<file path="config.mk">
export PLATFORM = sky130hd
export DESIGN_NAME = serial_adder
export DESIGN_NICKNAME = d
export VERILOG_FILES = /design/src/rtl/serial_adder.sv
export SDC_FILE = /design/constraint.sdc
export NUM_CORES = 1
export LEC_CHECK = 0
export ABC_AREA = 1
export ABC_CLOCK_PERIOD_IN_PS = 3650
export BUFFER_PORTS_ARGS = -buffer_cell sky130_fd_sc_hd__buf_2
export CAP_MARGIN = 25
export CORE_ASPECT_RATIO = 1.4
export CORE_MARGIN = 8
export CORE_UTILIZATION = 59
export CTS_CLUSTER_DIAMETER = 50
export DETAILED_ROUTE_END_ITERATION = 8
export GPL_TIMING_DRIVEN = 0
export PLACE_DENSITY = 0.8
export SETUP_SLACK_MARGIN = 0.05
export SLEW_MARGIN = 25
export SYNTH_ARGS = -nofsm -noshare
export SYNTH_HDL_FRONTEND = slang
export SYNTH_SLANG_ARGS = --single-unit
</file>
<file path="constraint.sdc">
create_clock -name clk -period 3.65 [get_ports clk]
set_clock_uncertainty 0.05 [all_clocks]
set_input_delay 0.1825 -clock clk [delete_from_list [all_inputs] [get_ports clk]]
set_output_delay 0.1825 -clock clk [all_outputs]
set_load 0.05 [all_outputs]
</file>
<file path="src/rtl/serial_adder.sv">
// Bit-serial adder/subtractor: one full-adder cell processes the operands LSB-first,
// one bit per clock, and a single-cycle done pulse marks a valid result.
module serial_adder #(
  parameter int WIDTH = 8
) (
  input  logic             clk,
  input  logic             rst,
  input  logic             start,
  input  logic [WIDTH-1:0] a,
  input  logic [WIDTH-1:0] b,
  input  logic             cin,
  input  logic             sub,
  output logic             busy,
  output logic             done,
  output logic [WIDTH-1:0] sum,
  output logic             cout,
  output logic             overflow
);

  localparam int CW = $clog2(WIDTH + 1);
  localparam logic [CW-1:0] LAST = CW'(WIDTH - 1);

  typedef enum logic [1:0] {IDLE, RUN, DONE} state_t;

  state_t           state, state_nxt;
  logic [WIDTH-1:0] ra, rb, res, res_shift;
  logic [CW-1:0]    cnt;
  logic             carry;
  logic             accept, last_bit, s, c;

  always_ff @(posedge clk or posedge rst) begin
    if (rst) state <= IDLE;
    else     state <= state_nxt;
  end

  always_comb begin
    state_nxt = state;
    accept    = 1'b0;
    last_bit  = 1'b0;
    s         = ra[0] ^ rb[0] ^ carry;
    c         = (ra[0] & rb[0]) | (ra[0] & carry) | (rb[0] & carry);
    res_shift = res >> 1;
    res_shift[WIDTH-1] = s;
    case (state)
      IDLE: begin
        accept = start;
        if (start) state_nxt = RUN;
      end
      RUN: begin
        last_bit = (cnt == LAST);
        if (last_bit) state_nxt = DONE;
      end
      DONE: begin
        accept    = start;
        state_nxt = start ? RUN : IDLE;
      end
      default: state_nxt = IDLE;
    endcase
  end

  // Operand load on an accepted start, then one bit per edge; in sub mode rb holds ~b
  // and the carry starts at 1 so the cell computes a + ~b + 1.
  always_ff @(posedge clk or posedge rst) begin
    if (rst) begin
      ra       <= '0;
      rb       <= '0;
      res      <= '0;
      cnt      <= '0;
      carry    <= 1'b0;
      sum      <= '0;
      cout     <= 1'b0;
      overflow <= 1'b0;
    end else if (accept) begin
      ra    <= a;
      rb    <= sub ? ~b : b;
      carry <= sub ? 1'b1 : cin;
      cnt   <= '0;
      res   <= '0;
    end else if (state == RUN) begin
      ra    <= ra >> 1;
      rb    <= rb >> 1;
      carry <= c;
      res   <= res_shift;
      cnt   <= cnt + 1'b1;
      if (last_bit) begin
        sum      <= res_shift;
        cout     <= c;
        overflow <= carry ^ c;
      end
    end
  end

  assign busy = (state == RUN);
  assign done = (state == DONE);

endmodule

</file>
Word-level counts from Yosys, hierarchy flattened --
Index checks and enable logic that the tools add are counted. Widths: inputs -> output; s select.
Word-level totals: word-level logic and storage cells 48, ROM bits 0, memories 0, bits in registers 41, input port bits 21, memory bits (writable) 0, output and inout port bits 12, bits in latches 0
Operators by class: equal/unequal tests 5, reductions and logical operators 5, add/subtract/negate cells 1, div/mod/pow operators 0, multiplexer cells 18, shift-type cells 0, multiply operators 0, bitwise operators 10, order comparisons 0
Operators by type and width (number):
- $mux 8 | 7
- $mux 4 | 2
- $not 8->8 | 1
- $mux 1 | 6
- $pmux 2 s3 | 1
- $add 4x1->4 const B | 1
- $eq 4x3->1 const B | 1
- $mux 2 | 2
- $and 1x1->1 | 3
- $reduce_and 3->1 | 1
- $xor 1x1->1 | 3
- $eq 2x1->1 const B | 1
- $eq 2x2->1 const B | 1
- $logic_not 2->1 | 1
- $ne 2x1->1 const B | 1
- $ne 2x2->1 const B | 1
- $or 1x1->1 | 2
- $reduce_and 2->1 | 1
- $reduce_bool 2->1 | 1
- $reduce_or 2->1 | 1
- $not 1->1 | 1

Logic depth before layout (Yosys ltp) --
Gate-level depths: netlist (run 1).
depth in word-level cells 5, depth in mapped cells 7, mapped depth without buffers 7

Worst setup path after synthesis (run 1) --
No wires, ideal clock.
path type reg-to-output, from register state[0], to output port done, stages on the path, launching flop included 2, arrival time 1086 ps, data required time 3418 ps, slack 2331 ps, buffers on the path 0, cells stage by stage dfrtp_1 > nor2_1
On the way: cells in the longest elaborated chain, start to end 1
RTL lines:
- start, declared | line 25 | state_t state, state_nxt;
- start signal, assigned | line 33 | else state <= state_nxt;
- $eq 2x2->1 | line 94 | assign done = (state == DONE);
- end, declared | line 14 | output logic done,
Every way passes these cells.

Worst setup path in the final report (run 1) --
from register state[0], to output port busy
On the way: cells in the longest elaborated chain, start to end 1
RTL lines:
- $eq 2x1->1 | line 93 | assign busy = (state == RUN);
- end, declared | line 13 | output logic busy,
Every way passes these cells.

==> flow_summary_export.csv, run 1 <==
group,metric,value,unit
outcome,status,"finished clean",
min_path,min_to,"ra[7]",
pwr,ir_drop,0.000521,V
drt,wl_per_cell,11.6,µm
logic_synthesis,ys_warn_count,0,
placement,post-place-ws,2.17,ns
sta,maxSlewHeadroom,0.681,
layout,drive_above_1_share,0.236,
critical_path,cp-end-kind,"primary output",
layout,syn2layout_area_growth,19.6,%
sta,hold_violations,0,
floorplanning,coreArea,3090,µm²
critical_path,reg2reg_slack,2.14,ns
clock_network,clkSinkCount,40,
drt,ant_nets,0,
sta,setup_viol,0,
placement,dp_hpwl,2710,µm
placement,gp_congestion,0.799,
clock_network,cts_resized,0,
sta,tightestPinTransition,0.476,ns
sta,setup_tns,0,ns
global_routing,grt_max_degree,24,
clock_network,cts_tree,"built",
floorplanning,dieArea,5320,µm²
logic_synthesis,synth.largest_area_cell,"dfrtp_1",
critical_path,regToRegEndpoint,"rb[3]",
drt,drt-initial-drc-count,50,
layout,antennaDiodeCount,0,
critical_path,regToRegStartpoint,"state[0]",
flow_run,cap_violations,0,
critical_path,path_class,"reg2out",
layout,fin_cells,315,
drt,routed_via_density,4.89,
sta,final.setup.worst_slack,1.96,ns
critical_path,critPathArrivalTime,1.45,ns
layout,fin_util,0.735,
logic_synthesis,synth_top_area_frac,0.527,
critical_path,crit_start,"state[0]",
floorplanning,die_h,83.1,µm
drt,num_vias,1539,
logic_synthesis,synthTopCellsByArea,"dfrtp_1 (53%), nand2_1 (20%), inv_1 (6.1%)",
pwr,leakagePower,1.28,nW
drt,routed_wirelength,3660,µm
global_routing,first_global_vias,1579,
sta,fin_crit,1.69,ns
clock_network,root_buffer,"clkbuf_8",
placement,dpl.cell_count,306,
min_path,hp-start,"a[7]",
clock_network,clk_pin_slew_worst_paths,0.08,ns
sta,clock.fmax,0.593,GHz
pwr,p_total,2.12,mW
logic_synthesis,synth.distinct_cells,22,
critical_path,crit_path_max_fanout,10,
drt,drt-pass1-iter-count,5,
drt,drc,0,
global_routing,antenna_found_initial,0,
logic_synthesis,seq_area_frac_synth,0.527,
sta,fin_crit_sh,0.462,
floorplanning,die_x,64.0,µm
global_routing,grt.total_usage,0.152,
logic_synthesis,syn-num-nets,257,
pwr,powerDensity,935,nW/µm²
global_routing,gr-total-overflow,0,
sta,slew_violations,0,
floorplanning,initial_core_util,0.614,
critical_path,start_kind,"flop",
global_routing,grt_pass1_wl,6580,µm
clock_network,clock_latency,0.29,ns
layout,finish.net_count,298,
floorplanning,rows,24,
floorplanning,io_pins,33,
sta,rsz0062_at_grt,"false",
clock_network,post_cts_buffers,0,
logic_synthesis,ys_seq_elements,40,
critical_path,ff2ff_path_depth,5,
placement,portBuffers,32,
critical_path,required,3.42,ns
min_path,hold_path_depth,3,
min_path,hold_class,"in2reg",
clock_network,clk_path_buf_depth,2,
logic_synthesis,syn-mean-instance-area,8.12,µm²
clock_network,htreeDepth,2,
logic_synthesis,netlist_area,1900,µm²
clock_network,cts_made_buffers,5,
logic_synthesis,postSynthCellCount,234,
## kinds of logic (layout without fill, tap and decap cells)
| kind of cell | after synthesis | count (layout) | share of synthesized area |
|---|---|---|---|
| XOR/XNOR | 2 | 2 | 0.00922 |
| AND/OR/NAND/NOR | 125 | 125 | 0.269 |
| buffers and inverters | 41 | 83 | 0.0942 |
| flip-flops | 40 | 40 | 0.527 |
| AO/OA/AOI/OAI | 24 | 24 | 0.0837 |
| adder cells (fa/ha/maj) | 2 | 2 | 0.0171 |
## where the power goes
group          total, mW  leakage (nW)  switching [mW]  internal [mW]
clock network      0.389        0.0645           0.148          0.241
registers          0.761         0.502           0.112          0.649
logic              0.975         0.712           0.667          0.308
## state kept, by name, indices dropped and copies added (netlist names)
register and cells:
state 2, cnt 4, res 7, overflow 1
cout 1, carry 1, sum 8, ra 8
rb 8
## what timing repair did
item	4_1_cts	5_1_grt
hold buffers	1	0
setup endpoints to repair	0	0
hold endpoints to repair	17	0
## area by class of cell
| type | instances | area [µm²] |
|---|---|---|
| buffer | 7 | 51.3 |
| timing repair buffer | 34 | 198 |
| inverter | 34 | 128 |
| clock inverter | 1 | 30.0 |
| clock buffer | 7 | 96.3 |
| sequential | 40 | 1000 |
| tap | 39 | 48.8 |
| multi-input combinational | 153 | 719 |
| fill | 253 | 821 |
## critical path, cell delays in order, from the launching register on
cell and delay [ns]:
dfrtp_1 0.44, inv_2 0.08, nor2_4 0.15, buf_4 0.20, buf_2 0.28
## how the worst max path moves through the flow
stage	to	cells past startpoint	slack (ns)
after floorplan	done	1	2.33
after global placement	carry	2	1.99
after detailed placement	rb[3]	5	2.17
after CTS	busy	4	1.95
after global routing	busy	4	1.87
final	busy	4	1.96
## per-layer routing
metal,track usage,vias up,part of all wire
li1,-,794,-
met1,0.160,713,0.42
met2,0.263,25,0.52
met3,0.0417,7,0.042
met4,0.0815,0,0.018
met5,0,-,0
## layout by cell type, fill, tap and decap left out, drive strengths merged
master	netlist	final
nand2	104	104
dfrtp	40	40
buf	6	39
inv	34	34
o21ai	16	16
nand3	13	13
clkbuf	1	8
o22ai	7	7
nor2	7	7
xnor2	1	1
xor2	1	1
a21oi	1	1
or2	1	1
fa	1	1
ha	1	1
bufinv	0	1
dlygate4sd3	0	1
## synth_stat cells, drive strengths merged
cell type  instances
dfrtp             40
a21oi              1
clkbuf             1
o21ai             16
xor2               1
buf                6
ha                 1
fa                 1
xnor2              1
or2                1
o22ai              7
inv               34
nand3             13
nand2            104
nor2               7
## stage by stage
step / instance area [µm²] / hold slack [ns]
after CTS: 2270 / 0.0362
after detailed placement: 2140 / 0.153
after floorplan: 1900 / 0.249
after global routing: 2270 / 0.0750
final: 2270 / 0.0414
after global placement: 2110 / 0.333
Power figures use the tool's default switching activity.
==> run 2, diff against run 1 <==
--- a/config.mk
+++ b/config.mk
@@ -6,16 +6,16 @@
 export NUM_CORES = 1
 export LEC_CHECK = 0
 export ABC_AREA = 1
-export ABC_CLOCK_PERIOD_IN_PS = 3650
+export ABC_CLOCK_PERIOD_IN_PS = 1400
 export BUFFER_PORTS_ARGS = -buffer_cell sky130_fd_sc_hd__buf_2
 export CAP_MARGIN = 25
 export CORE_ASPECT_RATIO = 1.4
 export CORE_MARGIN = 8
-export CORE_UTILIZATION = 59
+export CORE_UTILIZATION = 49
 export CTS_CLUSTER_DIAMETER = 50
 export DETAILED_ROUTE_END_ITERATION = 8
 export GPL_TIMING_DRIVEN = 0
-export PLACE_DENSITY = 0.8
+export PLACE_DENSITY = 0.71
 export SETUP_SLACK_MARGIN = 0.05
 export SLEW_MARGIN = 25
 export SYNTH_ARGS = -nofsm -noshare
==> constraint.sdc (replaced) <==
create_clock -name clk -period 1.4 [get_ports clk]
set_clock_uncertainty 0.05 [all_clocks]
set_input_delay 0.07 -clock clk [delete_from_list [all_inputs] [get_ports clk]]
set_output_delay 0.07 -clock clk [all_outputs]
set_load 0.05 [all_outputs]
==> flow_summary_export.csv, run 2 (synthesis gave the netlist of run 1 again) <==
group,metric,value,unit
outcome,status,"complete, but fails checks",
outcome,violations,"hold timing",
drt,wl_per_cell,12.5,µm
sta,hold_slack,-0.000372,ns
global_routing,first_global_vias,1628,
layout,seqCellArea,1000,µm²
sta,maxSlewHeadroom,0.739,
clock_network,cts_made_buffers,5,
placement,dpl.cell_count,310,
sta,fin_crit_sh,0.963,
critical_path,regToRegStartpoint,"state[0]",
placement,dp_hpwl,2760,µm
min_path,hold_class,"in2reg",
sta,setup_tns,0,ns
critical_path,reg2reg_slack,0.06,ns
layout,nFillCells,335,
sta,fin_crit,1.35,ns
layout,antennaDiodeCount,0,
drt,drc,0,
critical_path,regToRegEndpoint,"sum[0]",
drt,routed_wirelength,4320,µm
floorplanning,die_h,89.7,µm
floorplanning,io_pins,33,
sta,hold_violations,1,
layout,final_common_cell,"nand2_1",
drt,drt-pass1-iter-count,4,
floorplanning,coreArea,3820,µm²
drt,routed_via_density,4.74,
layout,finish.net_count,324,
global_routing,antenna_found_initial,0,
clock_network,clock_latency,0.30,ns
layout,mostFrequentLayoutCells,"nand2_1 (94), dfrtp_1 (39), buf_2 (32)",
clock_network,cts_tree,"built",
floorplanning,rows,27,
critical_path,path_class,"reg2out",
global_routing,grt_max_degree,33,
layout,syn2layout_area_growth,35.5,%
flow_run,cap_violations,0,
pwr,leakagePower,1.41,nW
clock_network,clk_path_buf_depth,2,
layout,drive_above_1_share,0.315,
pwr,power.switching,2.67,mW
layout,multi_input_area,776,µm²
pwr,powerDensity,2350,nW/µm²
sta,tightestPinTransition,0.391,ns
clock_network,htreeDepth,2,
pwr,p_seq_frac,0.333,
pwr,ir_drop,0.00142,V
layout,fin_cells,345,
critical_path,crit_start,"state[0]",
clock_network,clk_pin_slew_worst_paths,0.07,ns
clock_network,clkSinkCount,40,
sta,clock.fmax,0.742,GHz
drt,num_vias,1634,
pwr,p_int,3.37,mW
pwr,power.share.combinational,0.535,
min_path,hold_path_depth,5,
clock_network,root_buffer,"clkbuf_8",
critical_path,cp-end-kind,"primary output",
floorplanning,initial_core_util,0.498,
min_path,hp-start,"a[1]",
global_routing,gr-total-overflow,0,
placement,portBuffers,32,
floorplanning,die_x,68.6,µm
placement,gp_congestion,0.745,
floorplanning,dieArea,6150,µm²
sta,setup_viol,0,
critical_path,ff2ff_path_depth,7,
critical_path,start_kind,"flop",
global_routing,grt_pass1_wl,6960,µm
pwr,switching_share,0.442,
min_path,min_to,"ra[1]",
critical_path,critPathArrivalTime,1.23,ns
critical_path,required,1.28,ns
sta,slew_violations,0,
pwr,p_clk_frac,0.132,
layout,top_regs,"ra (8), rb (8), sum (8)",
drt,ant_nets,0,
global_routing,grt.total_usage,0.151,
sta,rsz0062_at_grt,"true",
critical_path,crit_path_max_fanout,7,
drt,drt-initial-drc-count,66,
-- run 2: cell types whose count changed in the layout (fill, tap and decap cells not counted), moves of 3 or more --
cell and delta:
nor2_1 -3, dlygate4sd3_1 +8, nand2_2 +4, buf_4 +14, nand2_1 -6
-- run 2: worst max-delay path by stage --
stage | end | slack, ns
5_1_grt | busy | -0.008
6_report | busy | 0.05
3_5_place_dp | rb[1] | -0.12
2_1_floorplan | cout | 0.12
4_1_cts | sum[6] | -0.03
3_3_place_gp | rb[6] | -0.17
-- run 2: worst max-delay path, stage by stage, from the launching register on --
cell and delay, ns:
dfrtp_2 0.42, inv_2 0.07, nor2_4 0.17, buf_8 0.14, buf_12 0.13
-- run 2: timing repair --
item	4_1_cts	5_1_grt
hold endpoints to repair	48	0
hold buffers	9	0
gates cloned	1	0
buffers inserted	4	13
setup endpoints to repair	21	25
pin swaps	1	7
gates resized for setup	11	20
-- run 2: layout make-up --
type                       count  share of cell area
sequential                    40               0.389
buffer                         7              0.0243
inverter                      34              0.0515
timing repair buffer          60               0.176
clock buffer                   6              0.0321
tap                           43              0.0209
multi-input combinational    153               0.301
clock inverter                 2             0.00389
-- run 2: routing by layer --
metal  global-route usage  up-vias  routed length [µm]
met5                    0        -                   0
met4               0.0972        0                 138
met3               0.0509       11                 214
met2                0.252       33                2250
met1                0.156      745                1720
li1                     -      845                   -
-- run 2: power groups by stage --
stage / sequential (mW) / combinational (mW) / clock [mW]
finish: 2.01 / 3.23 / 0.796
global route: 2.06 / 3.57 / 0.869
CTS: 1.97 / 2.82 / 0.812
detailed placement: 2.00 / 2.58 / 0
global placement: 1.98 / 2.51 / 0
floorplan: 2.43 / 1.55 / 0
-- run 2: stage by stage --
step	area, µm²	setup slack [ns]	util	power (mW)	hold slack, ns
2_1_floorplan	1900	0.124	-	3.98	0.137
3_3_place_gp	2110	-0.165	0.554	4.49	0.227
3_5_place_dp	2130	-0.125	0.559	4.58	-0.0588
4_1_cts	2410	-0.0342	0.632	5.61	0.00406
5_1_grt	2570	-0.00833	0.674	6.50	0.0180
6_report	2570	0.0514	0.674	6.04	-0.000372
